### src/rtl/multi_cycle_control_unit.sv
// -----------------------------------------------------------------------------
// multi_cycle_control_unit
//
// Main control FSM of the multi-cycle RV32I core. It steps each instruction
// through IF/ID/EX/MEM/WB and drives the datapath enables and mux selects.
// It also tells the ALU control unit whether to force ADD, decode funct3/7,
// or do a branch compare. Instruction and data accesses wait on mem_ready.
// An ECALL with x17 == ECALL_HALT_CODE parks the core in HALT until reset.
//
// Ports:
//   clk            core clock, rising edge
//   reset_n        synchronous active-low reset
//   opcode         IR[6:0], stable from ID to end of instruction
//   x17_value      current x17, used for the ECALL halt check
//   mem_ready      memory completes the current access this cycle
//   pc_write       unconditional PC load
//   pc_write_cond  PC load if ALU branch result is true
//   pc_source      0 = ALU result, 1 = ALUOut
//   i_or_d         memory address: 0 = PC, 1 = ALUOut
//   mem_read       memory read request
//   mem_write      memory write request
//   ir_write       latch IR and old_pc
//   reg_write      register file write
//   mem_to_reg     rd source: 0 = ALUOut, 1 = MDR, 2 = old_pc+4
//   alu_src_a      0 = PC, 1 = A reg, 2 = old_pc
//   alu_src_b      0 = B reg, 1 = const 4, 2 = imm
//   alu_mode       0 = force ADD, 1 = decode funct, 2 = branch compare
//   is_halted      core halted (sticky until reset)
//   state_out      current state for debug
// -----------------------------------------------------------------------------
module multi_cycle_control_unit #(
    parameter logic [31:0] ECALL_HALT_CODE = 32'd10
) (
    input  logic        clk,
    input  logic        reset_n,
    input  logic [6:0]  opcode,
    input  logic [31:0] x17_value,
    input  logic        mem_ready,
    output logic        pc_write,
    output logic        pc_write_cond,
    output logic        pc_source,
    output logic        i_or_d,
    output logic        mem_read,
    output logic        mem_write,
    output logic        ir_write,
    output logic        reg_write,
    output logic [1:0]  mem_to_reg,
    output logic [1:0]  alu_src_a,
    output logic [1:0]  alu_src_b,
    output logic [1:0]  alu_mode,
    output logic        is_halted,
    output logic [2:0]  state_out
);

    localparam logic [6:0] OP_ARITH     = 7'b0110011;
    localparam logic [6:0] OP_ARITH_IMM = 7'b0010011;
    localparam logic [6:0] OP_LOAD      = 7'b0000011;
    localparam logic [6:0] OP_STORE     = 7'b0100011;
    localparam logic [6:0] OP_BRANCH    = 7'b1100011;
    localparam logic [6:0] OP_JAL       = 7'b1101111;
    localparam logic [6:0] OP_JALR      = 7'b1100111;
    localparam logic [6:0] OP_ECALL     = 7'b1110011;

    typedef enum logic [2:0] {
        S_IF   = 3'd0,
        S_ID   = 3'd1,
        S_EX   = 3'd2,
        S_MEM  = 3'd3,
        S_WB   = 3'd4,
        S_HALT = 3'd5
    } state_t;

    state_t r_state;
    state_t w_next;

    always_ff @(posedge clk) begin
        if (!reset_n) begin
            r_state <= S_IF;
        end else begin
            r_state <= w_next;
        end
    end

    assign state_out = r_state;

    always_comb begin
        w_next        = r_state;
        pc_write      = 1'b0;
        pc_write_cond = 1'b0;
        pc_source     = 1'b0;
        i_or_d        = 1'b0;
        mem_read      = 1'b0;
        mem_write     = 1'b0;
        ir_write      = 1'b0;
        reg_write     = 1'b0;
        mem_to_reg    = 2'd0;
        alu_src_a     = 2'd0;
        alu_src_b     = 2'd0;
        alu_mode      = 2'd0;
        is_halted     = 1'b0;

        case (r_state)
            S_IF: begin
                // PC <= PC + 4 and IR latch only on the cycle the fetch completes
                mem_read  = 1'b1;
                alu_src_b = 2'd1;
                ir_write  = mem_ready;
                pc_write  = mem_ready;
                if (mem_ready) begin
                    w_next = S_ID;
                end
            end
            S_ID: begin
                // Precompute old_pc + imm into ALUOut as the branch/JAL target
                alu_src_a = 2'd2;
                alu_src_b = 2'd2;
                w_next    = S_EX;
            end
            S_EX: begin
                case (opcode)
                    OP_ARITH: begin
                        alu_src_a = 2'd1;
                        alu_mode  = 2'd1;
                        w_next    = S_WB;
                    end
                    OP_ARITH_IMM: begin
                        alu_src_a = 2'd1;
                        alu_src_b = 2'd2;
                        alu_mode  = 2'd1;
                        w_next    = S_WB;
                    end
                    OP_LOAD, OP_STORE: begin
                        alu_src_a = 2'd1;
                        alu_src_b = 2'd2;
                        w_next    = S_MEM;
                    end
                    OP_BRANCH: begin
                        alu_src_a     = 2'd1;
                        alu_mode      = 2'd2;
                        pc_write_cond = 1'b1;
                        pc_source     = 1'b1;
                        w_next        = S_IF;
                    end
                    OP_JAL: begin
                        pc_write  = 1'b1;
                        pc_source = 1'b1;
                        w_next    = S_WB;
                    end
                    OP_JALR: begin
                        // rs1 + imm straight from the ALU; the datapath clears bit 0
                        alu_src_a = 2'd1;
                        alu_src_b = 2'd2;
                        pc_write  = 1'b1;
                        w_next    = S_WB;
                    end
                    OP_ECALL: begin
                        w_next = (x17_value == ECALL_HALT_CODE) ? S_HALT : S_IF;
                    end
                    default: begin
                        w_next = S_IF;
                    end
                endcase
            end
            S_MEM: begin
                i_or_d = 1'b1;
                if (opcode == OP_LOAD) begin
                    mem_read = 1'b1;
                    if (mem_ready) begin
                        w_next = S_WB;
                    end
                end else if (opcode == OP_STORE) begin
                    mem_write = 1'b1;
                    if (mem_ready) begin
                        w_next = S_IF;
                    end
                end else begin
                    w_next = S_IF;
                end
            end
            S_WB: begin
                reg_write = 1'b1;
                if (opcode == OP_LOAD) begin
                    mem_to_reg = 2'd1;
                end else if (opcode == OP_JAL || opcode == OP_JALR) begin
                    mem_to_reg = 2'd2;
                end else begin
                    mem_to_reg = 2'd0;
                end
                w_next = S_IF;
            end
            S_HALT: begin
                is_halted = 1'b1;
            end
            default: begin
                w_next = S_IF;
            end
        endcase

        // Reset masks every side-effecting strobe so an aborted access
        // cannot complete while reset_n is low.
        if (!reset_n) begin
            pc_write      = 1'b0;
            pc_write_cond = 1'b0;
            ir_write      = 1'b0;
            mem_read      = 1'b0;
            mem_write     = 1'b0;
            reg_write     = 1'b0;
            is_halted     = 1'b0;
        end
    end

endmodule
### config.mk
export PLATFORM = sky130hd
export DESIGN_NAME = multi_cycle_control_unit
export DESIGN_NICKNAME = d
export VERILOG_FILES = /design/src/rtl/multi_cycle_control_unit.sv
export SDC_FILE = /design/constraint.sdc
export NUM_CORES = 1
export LEC_CHECK = 0
export ABC_AREA = 0
export BUFFER_PORTS_ARGS = -buffer_cell sky130_fd_sc_hd__buf_4
export CORE_MARGIN = 2
export CORE_UTILIZATION = 28
export CTS_BUF_LIST = sky130_fd_sc_hd__clkbuf_16
export CTS_CLUSTER_DIAMETER = 50
export CTS_CLUSTER_SIZE = 28
export DETAILED_ROUTE_END_ITERATION = 12
export GPL_TIMING_DRIVEN = 0
export HOLD_SLACK_MARGIN = 0.12
export MAX_ROUTING_LAYER = met4
export PLACE_DENSITY = 0.86
export SYNTH_ARGS = -nofsm -noshare
export SYNTH_HDL_FRONTEND = slang
export SYNTH_SLANG_ARGS = --single-unit
### constraint.sdc
create_clock -name clk -period 1.7 [get_ports clk]
set_clock_uncertainty 0.05 [all_clocks]
set_input_delay 0.17 -clock clk [delete_from_list [all_inputs] [get_ports clk]]
set_output_delay 0.17 -clock clk [all_outputs]
set_load 0.03 [all_outputs]
==> metrics.md, run 1 <==
| Metric | Value |
|---|---|
| Max Freq | `slightly below 0.6 GHz` |
| Initial Util | `0.291` |
| Vias in the first global route | `937` |
| Layout area overhead | `160%` |
| Cell Pwr Density | `610 mW/mm2` |
| Final instance area | `0.00126 mm2` |
| Worst-path clk slew | `0.03 ns` |
| First-pass GRT wire length | `3.73 mm` |
| Total CTS buffers | `3` |
| Unrepaired setup endpoints after global routing | `yes` |
| Clock tree from TritonCTS | `built` |
| Final Setup Violations | `0` |
| Maximum vdd drop | `0.000540 V` |
| Largest net degree at the start of global routing | `11` |
| Via count | `897` |
| Number of synthesized flops with an enable pin | `0` |
| CTS sink count | `3` |
| Port Buf Inserts | `61` |
| Combinational group share of total power | `0.412` |
| Min Tclk post-route | `between 1.5 and 2 ns` |
| Arr. time, crit path | `1.47 ns` |
| CP most frequent cell | `buf_6` |
| Root Buffer | `clkbuf_16` |
| Class of the worst hold path | `in -> reg` |
| Number of fill cells | `134` |
| Site Rows | `15` |
| Total track usage | `0.250` |
| Rel. slew slack | `0.710` |
| Synthesized flop and latch total | `3` |
| NetSw | `229 uW` |
| XOR/XNOR Fraction of Synth Area | `0` |
| Simple-gate share of the synthesized area | `0.571` |
| CP endpoint kind | `output pin` |
| Worst Path Max Fanout | `6` |
| Routability cong. | `0.835` |
| Status | `complete, no violations` |
| Dpl hpwl | `1.74 mm` |
| Syn nets | `118` |
| Max-cap violations | `0` |
| Synth Flop Type | `dfxtp_1` |
| Layout Nets | `190` |
| Synthesized instance count | `76` |
| Antenna cells | `0` |
| Share of layout cells above drive strength 1 | `0.680` |
| Avg Cell Area, Syn | `6.40 um2` |
| ANT nets after route | `0` |
| CP Cell Sequence | `buf_6 > or2_4 > or4_4 > o21ai_2 > nand2_2 > o221ai_2 > buf_6` |
| Mapped Area | `487 um2` |
| Post-synthesis mux area share | `0` |
| Die area | `between 0.002 and 0.0025 mm2` |
| Drt total wl | `2.31 mm` |
| Synth Area in Compound Gates | `0.231` |
| Leak | `0.623 nW` |
| Synth area leader | `dfxtp_1` |
| Number of distinct library cells after synthesis | `33` |
| Placed Cells | `154` |
| Io pins | `62` |
| DRC viols | `0` |
| WP buf/inv | `2` |
| WS Path Type | `in -> out` |
| Total number of yosys warnings | `0` |
| Worst setup SP type | `input port` |
| Clock insertion delay at the later pin of the skew report | `0.22 ns` |
| Adder-cell share of the synthesized area | `0` |
| Initial DRT Pass Iterations | `4` |
| Slew Viols, Final | `0` |
| Cell family with most CP delay | `simple AND/OR/NAND/NOR gates` |
| Die height | `45.7 um` |
| Largest register FFs | `3` |
| Core Region | `between 0.0015 and 0.002 mm2` |
| Final Non-Filler Cells | `164` |
| Synth cell count leaders | `nand2_1 (8), nor3_1 (8), nor2_1 (7)` |
| Initial antenna violation count | `0` |
| Htree depth | `1` |
| Largest stage delay on the critical path | `0.50 ns` |
| Post-DR wirelength/cell | `14.1 um` |
| Sw frac | `0.297` |
| Tightest Pin Transition | `0.432 ns` |
| Share of the synthesized area in the top cell type | `0.123` |
| Endpoints failing hold | `0` |
| Clock Power Share | `0.478` |
| Reg area | `about 69 um2` |
| CP required | `1.48 ns` |
| Total gr overflow | `0` |
| Sequential element share of the synthesized area | `0.123` |
| Drt via density | `5.47` |
| Die W | `roughly 46 um` |
| 1st-iter DRT viols | `10` |
| Pint | `542 uW` |
| Post-synth ARST share | `0` |
| Largest cells by area after synthesis | `dfxtp_1 (12%), nor3_1 (8.2%), nor4_1 (7.7%), nand2_1 (6.2%), nor2_1 (5.4%)` |
| Dominant combinational cell family by area after synthesis | `simple AND/OR/NAND/NOR gates` |
| Area taken by multi-input logic gates | `slightly above 500 um2` |
| CTS max path bufs | `2` |
| Period utilization | `0.993` |
| Placed inst area | `0.00108 mm2` |
| Sequential power share | `0.110` |
| Crit-path slowest cell | `or4_4` |
[through the flow]
step,power (mW),setup WS (ns),TNS (ns),util,hold slack (ns)
2_1_floorplan,0.242,-0.167,-0.341,-,0.341
3_3_place_gp,0.370,-0.193,-0.775,0.647,0.548
3_5_place_dp,0.378,-0.173,-0.837,0.647,0.544
4_1_cts,0.764,-0.0267,-0.0791,0.748,0.299
5_1_grt,0.801,-0.0782,-0.201,0.757,0.319
6_report,0.771,0.0116,0,0.757,0.303
[final timing paths]
path	from	endpoint	slack (ns)	depth (start not counted)
setup / recovery	opcode[2]	alu_src_b[1]	0.01	7
hold / removal	mem_ready	state_out[1]	0.30	4
setup reg to reg	state_out[2]	state_out[0]	0.19	6
hold reg to reg	state_out[2]	state_out[1]	0.67	2
[cell usage in the layout (no fill, tap or decap), drive strengths merged, types with 2 or more instances in the layout]
cell type,instances
dfxtp,3
and3,3
buf,70
nor4,6
nor2,7
o21ai,2
inv,5
nor3b,2
nand2b,2
nand2,8
a21oi,5
nor3,8
nand3,2
clkbuf,5
a31o,2
[worst reg2reg max path, cell delays in order (launching register included)]
cell	delay, ns
dfxtp_2	0.34
nor3b_4	0.22
nand2_2	0.11
buf_4	0.15
nor4_2	0.31
a21oi_1	0.10
a21oi_2	0.16
[layout make-up]
type,count,share of cell area
Sequential cell,3,0.0545
Tap cell,17,0.0168
Inverter,4,0.0119
Multi-Input combinational cell,64,0.409
Clock inverter,1,0.00297
Buffer,2,0.00891
Clock buffer,3,0.0594
Timing Repair Buffer,70,0.437
[routing by layer]
metal,vias up,wire [um],track usage
li1,433,-,-
met2,47,1270,0.465
met3,8,121,0.0397
met5,-,0,-
met1,409,863,0.243
met4,0,54,0.131
[cell families (layout without fill, tap and decap cells)]
kind of cell,count (synthesis),count (layout)
AOI/OAI and AO/OA,15,15
and+or+nand+nor,49,49
DFF,3,3
buffers and inverters,9,80
[power groups by stage]
stage | sequential (mW) | combinational [mW] | clock (mW)
global placement | 0.0818 | 0.288 | 0
global route | 0.0852 | 0.337 | 0.378
CTS | 0.0832 | 0.310 | 0.370
detailed placement | 0.0828 | 0.295 | 0
floorplan | 0.0936 | 0.148 | 0
finish | 0.0845 | 0.318 | 0.369
[timing repair]
action,4_1_cts,5_1_grt
gates resized for setup,16,4
buffers inserted,8,1
pin swaps,7,3
hold buffers,0,0
setup endpoints to repair,10,10
Note: power is estimated with default switching activity, not from simulation.
==> run 2, diff against run 1 <==
Settings changed: CORE_ASPECT_RATIO set to 0.75, GPL_TIMING_DRIVEN 0 to 1.
==> metrics.md, run 2 (synthesis results as in run 1) <==
| Metric | Value |
|---|---|
| Status | `finished, violations left` |
| Failing checks | `setup timing` |
| Total track usage | `0.259 (+0.00879)` |
| Cell Pwr Density | `600 mW/mm2 (-1.7%)` |
| DRC viols | `0 (unchanged)` |
| First-pass GRT wire length | `3.67 mm (-1.5%)` |
| Worst-path clk slew | `0.03 ns (about the same)` |
| Arr. time, crit path | `1.50 ns (+0.03 ns)` |
| Largest net degree at the start of global routing | `12 (+1)` |
| ANT nets after route | `0 (unchanged)` |
| Clock insertion delay at the later pin of the skew report | `0.23 ns (about the same)` |
| Die W | `52.1 um (+14%)` |
| Hold path cells | `3 (-1)` |
| CP required | `1.48 ns (about the same)` |
| Die area | `0.00209 mm2 (+0.17%)` |
| Placed inst area | `0.00113 mm2 (+4.4%)` |
| Total Power | `766 uW (-0.64%)` |
| Drt via density | `5.27 (-3.7%)` |
| Period utilization | `1.01 (+0.0173)` |
| Final Setup Violations | `1 (+1)` |
| Antenna cells | `0 (unchanged)` |
| Dpl ws | `-0.118 ns (+0.0553 ns)` |
| Post-DR wirelength/cell | `14.2 um (+0.42%)` |
| Setup ws final | `-0.0179 ns (-0.0295 ns)` |
| Initial DRT Pass Iterations | `4 (unchanged)` |
| Clock tree from TritonCTS | `built` |
| Slew Viols, Final | `0 (unchanged)` |
| Initial Util | `0.288 (-0.00366)` |
| Largest register FFs | `3 (unchanged)` |
| Min Tclk post-route | `1.72 ns (+0.0295 ns)` |
| Max-cap violations | `0 (unchanged)` |
| Maximum vdd drop | `0.000517 V (-4.3%)` |
| Routability cong. | `0.854 (+2.3%)` |
| Site Rows | `13 (-2)` |
| Crit. Startpoint | `state_out[1]` |
| CTS max path bufs | `2 (unchanged)` |
| Via count | `906 (+1.0%)` |
| Leak | `0.630 nW (+1.1%)` |
| Layout area overhead | `162%` |
| Register-to-Register Path Depth | `6 (unchanged)` |
| Vias in the first global route | `878 (-6.3%)` |
| Total CTS buffers | `3 (unchanged)` |
| Die height | `40.1 um (-12%)` |
| Class of the worst hold path | `in -> reg` |
| Final instance area | `0.00128 mm2 (+1.1%)` |
| Endpoints failing hold | `0 (unchanged)` |
| Worst Path Max Fanout | `4 (-2)` |
| Unrepaired setup endpoints after global routing | `yes` |
| Drt total wl | `2.44 mm (+5.3%)` |
| Most frequent cells in the layout | `buf_4 (69), nand2_1 (7), nor2_1 (6), nor4_1 (6), buf_6 (6)` |
| Initial antenna violation count | `0 (unchanged)` |
| Port Buf Inserts | `61 (unchanged)` |
| Layout Nets | `193 (+1.6%)` |
| Worst reg2reg path endpoint | `state_out[0]` |
| R2r setup slk | `0.12 ns (-0.07 ns)` |
| Commonest non-fill, non-tap cell in the layout | `buf_4` |
| Origin of the worst min-delay path | `reset_n` |
| Rel. slew slack | `0.738 (+0.0276)` |
| Tightest Pin Transition | `0.390 ns (-0.0417 ns)` |
| Hold EP | `state_out[0]` |
| Share of layout cells above drive strength 1 | `0.680 (about the same)` |
| CP endpoint kind | `output pin` |
| Core Region | `0.00169 mm2 (+1.3%)` |
| Root Buffer | `clkbuf_16` |
| Reg2reg start | `state_out[1]` |
| Io pins | `62 (unchanged)` |
| Total gr overflow | `0 (unchanged)` |
| Max Freq | `0.582 GHz (-1.7%)` |
| Htree depth | `1 (unchanged)` |
| WS Path Type | `reg -> out` |
| 1st-iter DRT viols | `16 (+6)` |
| CTS sink count | `3 (unchanged)` |
| Worst setup SP type | `flip-flop` |
| Dpl hpwl | `1.89 mm (+8.4%)` |
## run 2: cell count changes in the layout (fill, tap and decap cells not counted), sizes merged
| cell | change |
|---|---|
| buf | +5 |
| clkbuf | -2 |
## run 2: worst max path at each step
| stage | slack (ns) | cells past startpoint | endpoint |
|---|---|---|---|
| floorplan | -0.17 | 5 | pc_write_cond |
| global placement | -0.07 | 6 | state_out[2] |
| detailed placement | -0.12 | 6 | state_out[2] |
| CTS | -0.01 | 5 | pc_write_cond |
| global route | -0.07 | 5 | pc_write_cond |
| finish | -0.02 | 5 | pc_write_cond |
## run 2: repair_timing
action	CTS	global route
setup endpoints to repair	7	9
cloned	0	0
pin swaps	5	2
hold buffers	0	0
hold endpoints to repair	0	0
gates resized for setup	5	8
setup buffers	2	1
## run 2: critical path: stages (launching register included)
cell and delay (ns):
dfxtp_4 0.34, nor3b_4 0.23, nand2_2 0.11, nor3_4 0.28
and2_4 0.19, buf_6 0.12
## run 2: power breakdown
group | total (mW) | switching (mW) | internal [mW]
clock | 0.369 | 0.0661 | 0.303
sequential | 0.0830 | 0.00557 | 0.0774
combinational | 0.314 | 0.154 | 0.159
total | 0.766 | 0.226 | 0.540
## run 2: layout make-up
cell class	instances	area (um2)
clock buffers	3	75.1
clock inverters	1	3.75
fillers	123	414
inverters	4	15.0
multi-input cells	64	505
flip-flops and latches	3	65.1
well taps	22	27.5
repair buffers	75	586
## run 2: through the flow
| stage | hold slack, ns | TNS, ns | utilization | std cells |
|---|---|---|---|---|
| final | 0.195 | -0.0179 | 0.755 | 172 |
| after global routing | 0.220 | -0.142 | 0.755 | 172 |
| after CTS | 0.183 | -0.0235 | 0.734 | 171 |
| after detailed placement | 0.420 | -0.538 | 0.667 | 165 |
| after global placement | 0.427 | -0.354 | 0.667 | 165 |
| after floorplan | 0.341 | -0.341 | - | 76 |
## run 2: routing by layer
| metal | up-vias | routed length, um | track usage |
|---|---|---|---|
| li1 | 436 | - | - |
| met1 | 423 | 926 | 0.248 |
| met2 | 43 | 1300 | 0.516 |
| met3 | 4 | 187 | 0.0784 |
| met4 | 0 | 27 | 0.0769 |
| met5 | - | 0 | - |
==> run 3, diff against run 2 <==
Settings changed: CAP_MARGIN set to 20, CORE_ASPECT_RATIO 0.75 to unset, CORE_UTILIZATION 28 to 31, PLACE_DENSITY 0.86 to 0.89.
Clock period 1.7 ns to 1.73 ns, I/O delays scaled along.
==> metrics.md, run 3 (synthesis results as in run 1) <==
| Metric | Value |
|---|---|
| Min Tclk post-route | `about 1.8 ns` |
| Max-cap violations | `0 (unchanged)` |
| Htree depth | `1 (unchanged)` |
| Die area | `0.00190 mm2 (-9.0%)` |
| Final Non-Filler Cells | `172 (unchanged)` |
| Worst setup SP type | `flip-flop` |
| Crit-path slowest cell | `dfxtp_4` |
| Die height | `43.6 um (+8.8%)` |
| Core Region | `0.00149 mm2 (-12%)` |
| Total Power | `804 uW (+4.9%)` |
| Endpoints failing hold | `0 (unchanged)` |
| First-pass GRT wire length | `4.12 mm (+12%)` |
| Reg area | `67.6 um2 (+3.8%)` |
| Number of fill cells | `75 (-39%)` |
| Drt via density | `6.01 (+14%)` |
| DRC viols | `0 (unchanged)` |
| Leak | `0.667 nW (+5.9%)` |
| Routability cong. | `0.796 (-6.8%)` |
| Post-DR wirelength/cell | `18.8 um (+33%)` |
| Die W | `43.6 um (-16%)` |
| Class of the worst hold path | `in -> reg` |
| CTS sink count | `3 (unchanged)` |
| Via count | `1034 (+14%)` |
| Slew Viols, Final | `0 (unchanged)` |
| Root Buffer | `clkbuf_16` |
| 1st-iter DRT viols | `36 (+20)` |
| Failing checks | `setup timing` |
| CP required | `1.51 ns (+0.03 ns)` |
| Status | `finished, violations left` |
| CP most frequent cell | `buf_4` |
| Largest net degree at the start of global routing | `12 (unchanged)` |
| Clock insertion delay at the later pin of the skew report | `0.22 ns (about the same)` |
| Drt total wl | `3.24 mm (+33%)` |
| Port Buf Inserts | `61 (unchanged)` |
| Layout area overhead | `172%` |
| Vias in the first global route | `948 (+8.0%)` |
| Final Setup Violations | `2 (+1)` |
| Rel. slew slack | `0.668 (-0.0692)` |
| Worst Path Max Fanout | `6 (+2)` |
| Cell Pwr Density | `606 mW/mm2 (+1.1%)` |
| Total CTS buffers | `3 (unchanged)` |
| Setup ws final | `-0.0272 ns (-0.00931 ns)` |
| Placed inst area | `0.00111 mm2 (-2.0%)` |
| Most frequent cells in the layout | `buf_4 (74), nor2_1 (7), buf_6 (7)` |
| Worst-path clk slew | `0.03 ns (about the same)` |
| Antenna cells | `0 (unchanged)` |
| Largest stage delay on the critical path | `0.39 ns (+0.05 ns)` |
| Unrepaired setup endpoints after global routing | `yes` |
| Total track usage | `0.293 (+0.0349)` |
| Total gr overflow | `0 (unchanged)` |
| Period utilization | `1.02` |
| Share of layout cells above drive strength 1 | `0.686 (+0.00590)` |
| Final instance area | `0.00133 mm2 (+3.8%)` |
| Max Freq | `between 0.5 and 0.6 GHz` |
| Clock tree from TritonCTS | `built` |
| WS Path Type | `reg -> out` |
| Tightest Pin Transition | `0.493 ns (+0.103 ns)` |
| CP endpoint kind | `output pin` |
| CP Cell Sequence | `buf_4 > inv_1 > nor2_1 > and3_1 > buf_4` |
| Commonest non-fill, non-tap cell in the layout | `buf_4` |
| Largest register FFs | `3 (unchanged)` |
| Arr. time, crit path | `1.53 ns (+0.03 ns)` |
| Site Rows | `14 (+1)` |
| ANT nets after route | `0 (unchanged)` |
| Io pins | `62 (unchanged)` |
| Layout Nets | `199 (+3.1%)` |
| Dpl hpwl | `1.88 mm (-0.40%)` |
| Placed Cells | `158 (-4.2%)` |
| Area taken by multi-input logic gates | `510 um2 (+0.99%)` |
| Initial antenna violation count | `0 (unchanged)` |
| CTS max path bufs | `2 (unchanged)` |
| Maximum vdd drop | `0.000558 V (+7.9%)` |
| Initial DRT Pass Iterations | `4 (unchanged)` |
| Initial Util | `0.327 (+0.0392)` |
run 3: cell count changes in the layout (fill, tap and decap cells not counted), sizes merged:
cell,before,now
buf,75,81
run 3: repair_timing:
item	in CTS	in global routing
pin swaps	2	4
resized for setup	5	12
hold buffers	0	0
endpoints found under the setup margin	6	7
hold endpoints to repair	0	0
buffers inserted	1	9
run 3: through the flow:
stage,worst slack (ns),utilization,setup TNS (ns),hold slack [ns]
3_3_place_gp,-0.0720,0.743,-0.186,0.431
2_1_floorplan,-0.163,-,-0.636,0.347
5_1_grt,-0.0468,0.891,-0.197,0.247
6_report,-0.0272,0.891,-0.0469,0.241
3_5_place_dp,-0.126,0.743,-0.401,0.439
4_1_cts,0.000496,0.814,0,0.217
run 3: routing by layer:
layer / wire, um / vias to the layer above / track usage / part of all wire
li1: - / 449 / - / -
met1: 1230 / 472 / 0.351 / 0.38
met2: 1630 / 97 / 0.491 / 0.50
met3: 275 / 16 / 0.0375 / 0.085
met4: 105 / 0 / 0.121 / 0.032
met5: 0 / - / - / 0
run 3: area by class of cell:
| cell class | instances | share of cell area |
|---|---|---|
| timing repair buffer | 81 | 0.478 |
| multi-input combinational | 64 | 0.385 |
| clock buffer | 3 | 0.0566 |
| sequential | 3 | 0.0509 |
| tap | 16 | 0.0151 |
| inverter | 4 | 0.0113 |
| clock inverter | 1 | 0.00283 |
run 3: path summary, 6_finish.rpt:
path	start	endpoint	slack (ns)	cells past startpoint
hold reg to reg	state_out[2]	state_out[1]	0.63	2
hold / removal	reset_n	state_out[2]	0.24	2
setup reg to reg	state_out[0]	state_out[0]	0.07	5
setup / recovery	state_out[0]	is_halted	-0.03	5
run 3: power by group:
group          total (mW)  switching, mW  internal (mW)  leakage (nW)
sequential         0.0867         0.0105         0.0763        0.0259
clock               0.367         0.0684          0.299        0.0423
combinational       0.350          0.174          0.176         0.599
run 3: worst max-delay path: cells and delay by family, from the launching register on:
kind,cells,cell delay [ns]
and+or+nand+nor,2,0.53
DFF,1,0.39
buffers and inverters,3,0.40
